### src/rtl/encoder_16x4_ah.sv
// Registered 16-to-4 priority request encoder with sticky pending bits.
// Ports: clk, rst_n, E, D[0:15], ACK in; A[3:0], V, PEND[0:15], DROP out.
module encoder_16x4_ah (
    input  logic        clk,
    input  logic        rst_n,
    input  logic        E,
    input  logic [0:15] D,
    input  logic        ACK,
    output logic [3:0]  A,
    output logic        V,
    output logic [0:15] PEND,
    output logic        DROP
);

    typedef enum logic {
        IDLE  = 1'b0,
        SERVE = 1'b1
    } state_t;

    state_t      state;
    state_t      state_nx;
    logic [3:0]  a_nx;
    logic [0:15] p;
    logic [0:15] set_v;
    logic [0:15] clr;
    logic [0:15] p_nx;
    logic        drop_nx;

    // Lowest index wins; D[0] is the highest priority line.
    function automatic logic [3:0] lowest(input logic [0:15] v);
        lowest = 4'd0;
        for (int k = 15; k >= 0; k--) begin
            if (v[k]) lowest = 4'(k);
        end
    endfunction

    always_comb begin
        set_v = E ? D : '0;
        clr = '0;
        clr[A] = (state == SERVE) & ACK;
        // Set beats clear so a request arriving with its own ack re-arms.
        p_nx = set_v | (p & ~clr);
        drop_nx = |(set_v & p & ~clr);
    end

    always_comb begin
        state_nx = state;
        a_nx = A;
        unique case (state)
            IDLE: begin
                if (|p) begin
                    a_nx = lowest(p);
                    state_nx = SERVE;
                end
            end
            SERVE: begin
                // A is frozen until ack; no preemption.
                if (ACK) begin
                    if (|p_nx) a_nx = lowest(p_nx);
                    else state_nx = IDLE;
                end
            end
            default: state_nx = IDLE;
        endcase
    end

    always_ff @(posedge clk or negedge rst_n) begin
        if (!rst_n) begin
            state <= IDLE;
            A <= 4'd0;
            p <= '0;
            DROP <= 1'b0;
        end else begin
            state <= state_nx;
            A <= a_nx;
            p <= p_nx;
            DROP <= drop_nx;
        end
    end

    assign V = (state == SERVE);
    assign PEND = p;

endmodule

### config.mk
export PLATFORM = sky130hd
export DESIGN_NAME = encoder_16x4_ah
export DESIGN_NICKNAME = d
export VERILOG_FILES = /design/src/rtl/encoder_16x4_ah.sv
export SDC_FILE = /design/constraint.sdc
export NUM_CORES = 1
export LEC_CHECK = 0
export CAP_MARGIN = 20
export CORE_ASPECT_RATIO = 0.8
export CORE_MARGIN = 3
export CORE_UTILIZATION = 45
export DETAILED_ROUTE_END_ITERATION = 10
export PLACE_DENSITY_LB_ADDON = 0.08
export SLEW_MARGIN = 20
export SYNTH_ARGS = -nofsm -noshare
export SYNTH_HDL_FRONTEND = slang
export SYNTH_SLANG_ARGS = --single-unit
### constraint.sdc
create_clock -name clk -period 4.35 [get_ports clk]
set_clock_uncertainty 0.1 [all_clocks]
set_input_delay 0.87 -clock clk [delete_from_list [all_inputs] [get_ports clk]]
set_output_delay 0.87 -clock clk [all_outputs]
set_load 0.005 [all_outputs]
==> metrics.md, run 1 <==
| Metric | Value |
|---|---|
| FMAX | `292 MHz` |
| Post-synthesis mux area share | `0%` |
| R2R cell count | `7` |
| Multi-input gate area | `918 um2` |
| H-Tree Depth | `1` |
| Drt first-iter violations | `220` |
| Power share of the combinational group | `26.5%` |
| Fin Hold WS | `0.471 ns` |
| Clock Power Share | `25.6%` |
| Post-synthesis simple-gate area fraction | `28.6%` |
| Adder-Cell Fraction of Synth Area | `0%` |
| DRT Pass-1 Iters | `5` |
| Clock-pin slew on the worst setup and hold paths | `0.08 ns` |
| Die X | `71.6 um` |
| Buf+Inv Stages, Crit Path | `1` |
| Flops & latches, synth | `22` |
| DP Wirelength | `4100 um` |
| Max incr delay on CP | `0.60 ns` |
| Endpoints failing hold | `0` |
| Final setup violation count | `0` |
| Worst-margin pin slew | `0.729 ns` |
| Yosys top cell by area | `dfrtp_1` |
| Worst Path Max Fanout | `8` |
| Synth Area per Inst | `8.28 um2` |
| Reg2reg setup slack | `1.57 ns` |
| Row count | `18` |
| Startpoint types | `input port` |
| Routed WL per cell | `20.3 um` |
| XOR/XNOR Fraction of Synth Area | `0%` |
| Worst Setup EP | `A[1]` |
| Post-CTS setup buffer count | `0` |
| RR Startpoint | `V` |
| Die height | `58.5 um` |
| Critical Path Stages | `8` |
| Count of different cell masters after synthesis | `48` |
| Die Area | `4180 um2` |
| Switching share of power | `33.0%` |
| Leak | `0.000704 uW` |
| Yosys top cell area share | `35.6%` |
| Period Utilization, post-route | `78.8%` |
| Asr flop ratio synth | `100%` |
| Share of post-route cells with drive strength above 1 | `6.25%` |
| Root buf cell | `clkbuf_8` |
| R2R Path End | `A[1]` |
| Area Growth Syn to Fin | `29.9%` |
| Max Cap Viol | `0` |
| Clk sink count | `22` |
| # DRC | `0` |
| Pint | `348 uW` |
| Vias in the first global route | `1,591` |
| Sum Neg Setup Slack | `0 ns` |
| Seq/Total Area, Yosys | `35.6%` |
| Max Slew Vio Count | `0` |
| Total routed wirelength | `5350 um` |
| CP arrival | `3.46 ns` |
| Sequential share of power | `47.9%` |
| IO buf count | `41` |
| Outcome | `finished clean` |
| Detail Route Antenna Nets | `0` |
| Filler instances | `279` |
| NetSw | `171 uW` |
| Final GP Congestion | `0.938` |
| Clk buf depth | `2` |
| Largest cells by area after synthesis | `dfrtp_1 (36%), nand2_1 (5.6%), nor2_1 (4.1%), o21ai_0 (3.6%), a21oi_1 (3.2%)` |
| Worst path slowest cell | `clkdlybuf4s50_1` |
| RSZ-0062 raised after global routing | `no` |
| Register area | `551 um2` |
| Top FF cell, synth | `dfrtp_1` |
| CP Cell Sequence | `clkdlybuf4s50_1 -> nand4_1 -> a221oi_1 -> and4bb_1 -> nor4b_4 -> a31oi_2 -> nor2_1 -> a31oi_1` |
| Cell Pwr Density | `258 nW/um2` |
| Synth Instances | `187` |
| Via-to-Cell Ratio | `6.56` |
| Crit end category | `flip-flop` |
| Total gr overflow | `0` |
| I/O pins | `42` |
| Post-synthesis cell area | `1550 um2` |
| Hold-fix buffers at CTS | `0` |
| Required time of the critical path | `4.38 ns` |
| First-pass GRT wire length | `8400 um` |
| Crit-path leading delay family | `simple AND/OR/NAND/NOR gates` |
| Initial Util | `48.4%` |
| Initial antenna violation count | `0` |
| Post-synth EDFFs | `0` |
| Clock latency on the worst-skew pair | `0.27 ns` |
| CTS buffer count | `3` |
| Final min period | `3.43 ns` |
| Complex-gate fraction of the synthesized area | `30.7%` |
| Critical Path Source | `ACK` |
| Number of synthesis warnings | `0` |
| Syn nets | `207` |
| Via count | `1,731` |
| VDD IR max | `0.000146 V` |
| Count leader, synth | `nand2_1` |
| NumNets Final | `246` |
| CP Class | `input port to flip-flop` |
| Largest family of logic cells by synthesized area | `compound AO/OA/AOI/OAI gates` |
| CTS resizes | `0` |
| Hold/Removal Path Class | `input port to asynchronous set/reset pin` |
| CTS tree | `yes` |
| Largest net degree at the start of global routing | `23` |
| Core footprint | `3200 um2` |
| Total GRT Usage | `26.1%` |
| Worst rel slew slack | `51.3%` |
| Top post-synthesis cells by count | `nand2_1 (23), dfrtp_1 (22), nor2_1 (17)` |
| Diode count | `0` |
## sequential cells by signal, summed over array words and instances, names as in the netlist
| name | flops |
|---|---|
| PEND | 16 |
| DROP | 1 |
| A | 4 |
| V | 1 |
## cells in the final DEF (no fill, tap or decap), types with 2 or more instances in the layout
| cell | netlist | routed |
|---|---|---|
| o31a_1 | 2 | 2 |
| nand2b_1 | 4 | 4 |
| a221o_1 | 2 | 2 |
| nand4b_1 | 2 | 2 |
| or4_1 | 2 | 2 |
| a21o_1 | 2 | 2 |
| a21oi_1 | 10 | 10 |
| nor2_1 | 17 | 17 |
| a211oi_1 | 3 | 3 |
| a221oi_2 | 2 | 2 |
| clkbuf_8 | 0 | 3 |
| dfrtp_1 | 22 | 22 |
| nor3_1 | 3 | 3 |
| nor2b_1 | 3 | 3 |
| a221oi_1 | 2 | 2 |
| a211o_1 | 3 | 3 |
| o21ai_0 | 11 | 11 |
| inv_1 | 11 | 11 |
| o2111ai_1 | 2 | 2 |
| o21ai_1 | 5 | 5 |
| nand4_1 | 4 | 4 |
| or3_1 | 2 | 2 |
| nor4_1 | 5 | 5 |
| a21boi_0 | 4 | 4 |
| clkdlybuf4s50_1 | 0 | 40 |
| nand3_1 | 6 | 6 |
| o21a_1 | 4 | 4 |
| a31oi_1 | 3 | 3 |
| nand2_1 | 23 | 23 |
| o211ai_1 | 5 | 5 |
## metrics by stage
step / setup slack, ns / util (%) / area, um2 / total power (uW) / std cells
after floorplan: 1.86 / - / 1550 / 307 / 187
after global placement: 0.762 / 61.7 / 1970 / 387 / 261
after detailed placement: 0.725 / 61.7 / 1970 / 388 / 261
after CTS: 0.987 / 63.0 / 2020 / 519 / 264
after global routing: 0.835 / 62.9 / 2010 / 539 / 264
final: 0.922 / 62.9 / 2010 / 520 / 264
## power by group through the flow
| stage | Sequential (uW) | Combinational, uW | Clock [uW] |
|---|---|---|---|
| 2_1_floorplan | 242 | 65.2 | 0 |
| 3_3_place_gp | 252 | 135 | 0 |
| 3_5_place_dp | 252 | 136 | 0 |
| 4_1_cts | 248 | 136 | 135 |
| 5_1_grt | 251 | 149 | 139 |
| 6_report | 249 | 138 | 133 |
## logic make-up after synthesis
kind of cell	count (synthesis)
flops	22
buf+inv	19
simple gates	79
compound gates	67
## worst reg2reg max path, cell delays in order (launching register included)
cell      delay, ns
dfrtp_1        0.53
nand4_1        0.44
a221oi_1       0.54
and4bb_1       0.29
nor4b_4        0.29
a31oi_2        0.25
nor2_1         0.16
a31oi_1        0.05
## worst min-delay path by stage
stage	startpoint	endpoint	slack, ns	cells past startpoint
after global routing	rst_n	PEND[14]	0.50	1
after floorplan	PEND[0]	PEND[0]	0.45	2
after CTS	A[0]	A[0]	0.56	2
final	rst_n	PEND[14]	0.47	1
after detailed placement	PEND[0]	PEND[0]	0.55	2
after global placement	PEND[0]	PEND[0]	0.52	2
## per-layer routing
metal | track usage [%] | wire length [um]
met2 | 39.0 | 2400
met3 | 4.44 | 616
met1 | 40.3 | 2270
met4 | 3.49 | 59
met5 | 0 | 0
## final cells by class
cell class / instances / share of cell area, %
Inverter: 12 / 2.24
Sequential cell: 22 / 27.4
Clock buffer: 3 / 2.05
Timing Repair Buffer: 41 / 20.2
Tap cell: 40 / 2.49
Multi-Input combinational cell: 146 / 45.7
No activity file was read; power rests on OpenSTA's default activity.
==> inputs of run 2 (changes only) <==
Clock period 4.35 ns to 3.4 ns, I/O delays scaled along.
==> metrics.md, run 2 (same netlist as run 1, synthesis figures left out) <==
| Metric | Value |
|---|---|
| Drt first-iter violations | `181 (-18%)` |
| Via-to-Cell Ratio | `6.46 (-1.5%)` |
| Worst rel slew slack | `59.0% (+7.7 points)` |
| Final GP Congestion | `0.939 (+0.11%)` |
| Final min period | `3.03 ns` |
| Worst-margin pin slew | `0.610 ns (-0.119 ns)` |
| Worst path slowest cell | `clkdlybuf4s50_1` |
| Period Utilization, post-route | `89.0%` |
| Hold-fix buffers at CTS | `0 (unchanged)` |
| Clock latency on the worst-skew pair | `0.27 ns (about the same)` |
| R2R cell count | `7 (unchanged)` |
| Core footprint | `3200 um2 (unchanged)` |
| Detail Route Antenna Nets | `0 (unchanged)` |
| Diode count | `0 (unchanged)` |
| Startpoint types | `input port` |
| Die height | `58.5 um (unchanged)` |
| Leak | `0.000741 uW (+5.3%)` |
| H-Tree Depth | `1 (unchanged)` |
| Worst hold endpoint | `A[0]` |
| I/O pins | `42 (unchanged)` |
| DP Wirelength | `4240 um (+3.3%)` |
| Most common cell after layout, fill and taps aside | `clkdlybuf4s50_1` |
| Crit-path leading delay family | `simple AND/OR/NAND/NOR gates` |
| Vias in the first global route | `1,685 (+5.9%)` |
| CP arrival | `3.08 ns (-0.38 ns)` |
| Final setup violation count | `0 (unchanged)` |
| DRT Pass-1 Iters | `5 (unchanged)` |
| Worst Path Max Fanout | `7 (-1)` |
| Via count | `1,743 (+0.69%)` |
| Clk sink count | `22 (unchanged)` |
| Initial antenna violation count | `0 (unchanged)` |
| CP Cell Sequence | `clkdlybuf4s50_1 -> nand4b_1 -> a221o_1 -> and4bb_1 -> nor4b_4 -> a31oi_2 -> nor2_1 -> a21oi_1` |
| Buf+Inv Stages, Crit Path | `1 (unchanged)` |
| HP Start | `A[0]` |
| Largest register FFs | `16 (unchanged)` |
| Die X | `71.6 um (unchanged)` |
| First-pass GRT wire length | `8520 um (+1.4%)` |
| FMAX | `330 MHz` |
| Total GRT Usage | `26.6% (+0.53 points)` |
| Root buf cell | `clkbuf_8` |
| Row count | `18 (unchanged)` |
| Clock-pin slew on the worst setup and hold paths | `0.10 ns (+0.02 ns)` |
| CTS tree | `yes` |
| Required time of the critical path | `3.45 ns (-0.93 ns)` |
| Initial Util | `48.4% (unchanged)` |
| Cell Pwr Density | `365 nW/um2 (+41%)` |
| Hold depth | `2` |
| NumNets Final | `251 (+2.0%)` |
| # DRC | `0 (unchanged)` |
| Hold/Removal Path Class | `flip-flop to flip-flop` |
| CTS buffer count | `3 (unchanged)` |
| Die Area | `4180 um2 (unchanged)` |
| Filler instances | `265 (-5.0%)` |
| CP Class | `input port to flip-flop` |
| RSZ-0062 raised after global routing | `no` |
| R2R Path End | `A[2]` |
| Total routed wirelength | `5460 um (+2.0%)` |
| Setup slack at placement | `0.151 ns (-0.574 ns)` |
| Largest net degree at the start of global routing | `23 (unchanged)` |
| CTS resizes | `0 (unchanged)` |
| VDD IR max | `0.000226 V (+55%)` |
| Area Growth Syn to Fin | `34.6%` |
| Share of post-route cells with drive strength above 1 | `8.26% (+2.0 points)` |
| Sum Neg Setup Slack | `0 ns (unchanged)` |
| RR Startpoint | `V` |
| Max Cap Viol | `0 (unchanged)` |
| Reg2reg setup slack | `0.79 ns (-0.78 ns)` |
| Final setup margin | `0.373 ns (-0.549 ns)` |
| Total gr overflow | `0 (unchanged)` |
| Clk buf depth | `2 (unchanged)` |
| Max Slew Vio Count | `0 (unchanged)` |
| Outcome | `finished clean` |
| Endpoints failing hold | `0 (unchanged)` |
| Max incr delay on CP | `0.61 ns (about the same)` |
| Crit end category | `flip-flop` |
| IO buf count | `41 (unchanged)` |
| Routed WL per cell | `20.2 um (-0.23%)` |
| Most frequent cells in the layout | `clkdlybuf4s50_1 (41), nand2_1 (23), dfrtp_1 (22), nor2_1 (17)` |
| Post-CTS setup buffer count | `0 (unchanged)` |
## run 2: cell count changes in the layout (fill, tap and decap cells not counted)
cell / before / now
buf_2: 1 / 0
bufinv_16: 0 / 1
buf_4: 0 / 5
clkdlybuf4s50_1: 40 / 41
## run 2: worst max-delay path by stage
stage,from,end,slack [ns],depth (start not counted)
after global placement,ACK,A[1],0.17,8
after global routing,ACK,A[1],0.28,8
after CTS,ACK,A[2],0.42,8
after detailed placement,ACK,A[2],0.15,8
final,ACK,A[2],0.37,8
after floorplan,E,A[0],1.10,7
## run 2: layout make-up
| cell class | instances | area, um2 | share of cell area (%) |
|---|---|---|---|
| well taps | 40 | 50.0 | 2.40 |
| flip-flops and latches | 22 | 551 | 26.4 |
| clock inverters | 1 | 30.0 | 1.44 |
| multi-input cells | 146 | 918 | 44.1 |
| repair buffers | 46 | 448 | 21.5 |
| clock buffers | 3 | 41.3 | 1.98 |
| inverters | 12 | 45.0 | 2.16 |
## run 2: stage by stage
step,utilization (%),hold WS (ns),std cells,cell area [um2],total power (uW)
finish,65.1,0.562,270,2080,761
global route,65.1,0.610,270,2080,784
CTS,65.1,0.555,270,2080,756
detailed placement,62.9,0.548,266,2010,504
global placement,62.9,0.535,266,2010,504
floorplan,-,0.284,187,1550,393
## run 2: tightest hold or removal path, stage by stage (launching register included)
cell and delay [ns]:
dfrtp_1 0.46, nor2_1 0.13, a31oi_1 0.05
## run 2: power breakdown
| group | switching [uW] | internal [uW] | leakage, uW | total [uW] |
|---|---|---|---|---|
| Clock | 99.4 | 158 | 0.0000357 | 257 |
| Combinational | 92.7 | 93.2 | 0.000488 | 186 |
| Sequential | 37.6 | 281 | 0.000218 | 318 |
| Total | 230 | 531 | 0.000741 | 761 |
## run 2: layer usage
layer | part of all wire (%) | global-route usage, % | vias up
met4 | 2.4 | 9.12 | 0
li1 | - | - | 794
met5 | 0 | 0 | -
met1 | 44 | 38.0 | 822
met3 | 10 | 7.68 | 12
met2 | 43 | 38.6 | 115
==> inputs of run 3 (changes only) <==
Settings changed: GPL_TIMING_DRIVEN set to 0.
==> metrics.md, run 3 (same netlist as run 1, synthesis figures left out) <==
| Metric | Value |
|---|---|
| First-pass GRT wire length | `8090 um (-5.0%)` |
| Detail Route Antenna Nets | `0 (unchanged)` |
| Fin Hold WS | `0.268 ns (-0.295 ns)` |
| Outcome | `finished clean` |
| Via-to-Cell Ratio | `6.55 (+1.5%)` |
| CTS resizes | `0 (unchanged)` |
| Routed WL per cell | `18.1 um (-10%)` |
| Worst Setup EP | `A[0]` |
| Final std cells w/o fill | `270 (unchanged)` |
| Post-CTS setup buffer count | `0 (unchanged)` |
| Share of post-route cells with drive strength above 1 | `7.83% (-0.43 points)` |
| Worst Path Max Fanout | `8 (+1)` |
| Hold-fix buffers at CTS | `0 (unchanged)` |
| DRT Pass-1 Iters | `5 (unchanged)` |
| Root buf cell | `clkbuf_8` |
| Most common cell after layout, fill and taps aside | `clkdlybuf4s50_1` |
| NumNets Final | `252 (+0.40%)` |
| Final GP Congestion | `1.03 (+9.6%)` |
| Initial antenna violation count | `0 (unchanged)` |
| Period Utilization, post-route | `91.7% (+2.7 points)` |
| FMAX | `321 MHz (-2.9%)` |
| IO buf count | `40 (-2.4%)` |
| Placed cell count | `267 (+0.38%)` |
| H-Tree Depth | `1 (unchanged)` |
| Hold/Removal Path Class | `input port to asynchronous set/reset pin` |
| Endpoints failing hold | `0 (unchanged)` |
| Largest register FFs | `16 (unchanged)` |
| Diode count | `0 (unchanged)` |
| Row count | `18 (unchanged)` |
| Total gr overflow | `0 (unchanged)` |
| Most frequent cells in the layout | `clkdlybuf4s50_1 (39), nand2_1 (23), dfrtp_1 (22), nor2_1 (17)` |
| Clk buf depth | `2 (unchanged)` |
| Startpoint types | `input port` |
| CTS tree | `yes` |
| Crit end category | `flip-flop` |
| Required time of the critical path | `3.43 ns (-0.02 ns)` |
| Die height | `58.5 um (unchanged)` |
| DP Wirelength | `3770 um (-11%)` |
| Vias in the first global route | `1,619 (-3.9%)` |
| RSZ-0062 raised after global routing | `no` |
| CTS buffer count | `3 (unchanged)` |
| VDD IR max | `0.000215 V (-4.9%)` |
| Total GRT Usage | `24.6% (-2.0 points)` |
| Critical Path Source | `ACK` |
| Drt first-iter violations | `245 (+35%)` |
| # DRC | `0 (unchanged)` |
| Largest net degree at the start of global routing | `23 (unchanged)` |
| Sum Neg Setup Slack | `0 ns (unchanged)` |
| CP arrival | `3.15 ns (+0.07 ns)` |
| Die Area | `4180 um2 (unchanged)` |
| Clk sink count | `22 (unchanged)` |
| Total routed wirelength | `4900 um (-10%)` |
| Area Growth Syn to Fin | `31.4%` |
| Worst-margin pin slew | `0.517 ns (-0.0929 ns)` |
| R2R cell count | `7 (unchanged)` |
| Cell Pwr Density | `322 nW/um2 (-12%)` |
| Fin util | `63.6% (-1.5 points)` |
| Final min period | `3.12 ns (+0.0918 ns)` |
| Reg2reg setup slack | `0.78 ns (about the same)` |
| Max Slew Vio Count | `0 (unchanged)` |
| Clock-pin slew on the worst setup and hold paths | `0.08 ns (-0.02 ns)` |
| Clock latency on the worst-skew pair | `0.26 ns (about the same)` |
| Core footprint | `3200 um2 (unchanged)` |
| Worst rel slew slack | `65.6% (+6.6 points)` |
| CP Class | `input port to flip-flop` |
| Via count | `1,769 (+1.5%)` |
| Final setup margin | `0.281 ns (-0.0918 ns)` |
| R2R Path End | `A[0]` |
| Die X | `71.6 um (unchanged)` |
| Leak | `0.000719 uW (-2.9%)` |
| Max Cap Viol | `0 (unchanged)` |
| I/O pins | `42 (unchanged)` |
| Setup slack at placement | `0.0361 ns (-0.115 ns)` |
| Initial Util | `48.4% (unchanged)` |
| RR Startpoint | `A[1]` |
| Final setup violation count | `0 (unchanged)` |
-- run 3: worst min-delay path by stage --
stage / from / to / slack [ns]
4_1_cts: PEND[0] / PEND[0] / 0.52
3_5_place_dp: PEND[0] / PEND[0] / 0.51
3_3_place_gp: PEND[0] / PEND[0] / 0.50
6_report: rst_n / A[3] / 0.27
5_1_grt: rst_n / PEND[15] / 0.31
2_1_floorplan: rst_n / A[0] / 0.28
-- run 3: final cells by class --
cell class,instances,area [um2]
well taps,40,50.0
plain buffers,7,33.8
inverters,12,45.0
multi-input cells,146,918
flip-flops and latches,22,551
fillers,279,1160
clock buffers,3,41.3
repair buffers,40,395
-- run 3: power breakdown --
group	total (uW)	internal, uW	switching [uW]
Clock	164	79.2	85.1
Sequential	310	281	29.1
Combinational	181	87.0	94.1
Total	655	447	208
-- run 3: worst max-delay path, cell delays in order --
cell and delay [ns]:
clkdlybuf4s50_1 0.61, nand4_1 0.37, a221oi_1 0.51, and4bb_1 0.28, nor4b_4 0.29, a31oi_2 0.22
nor2_1 0.15, a31oi_1 0.05
-- run 3: stage by stage --
stage | cell area (um2) | power, uW
2_1_floorplan | 1550 | 393
3_3_place_gp | 2000 | 490
3_5_place_dp | 2000 | 492
4_1_cts | 2040 | 652
5_1_grt | 2030 | 687
6_report | 2030 | 655
-- run 3: per-layer routing --
layer  wire (um)  global-route usage [%]  part of all wire (%)  vias to the layer above
met5           0                       0                     0                        -
met4          63                    5.63                   1.3                        0
met3         571                    5.46                    12                        8
met2        2200                    36.8                    45                      122
met1        2070                    36.3                    42                      845
li1            -                       -                     -                      794
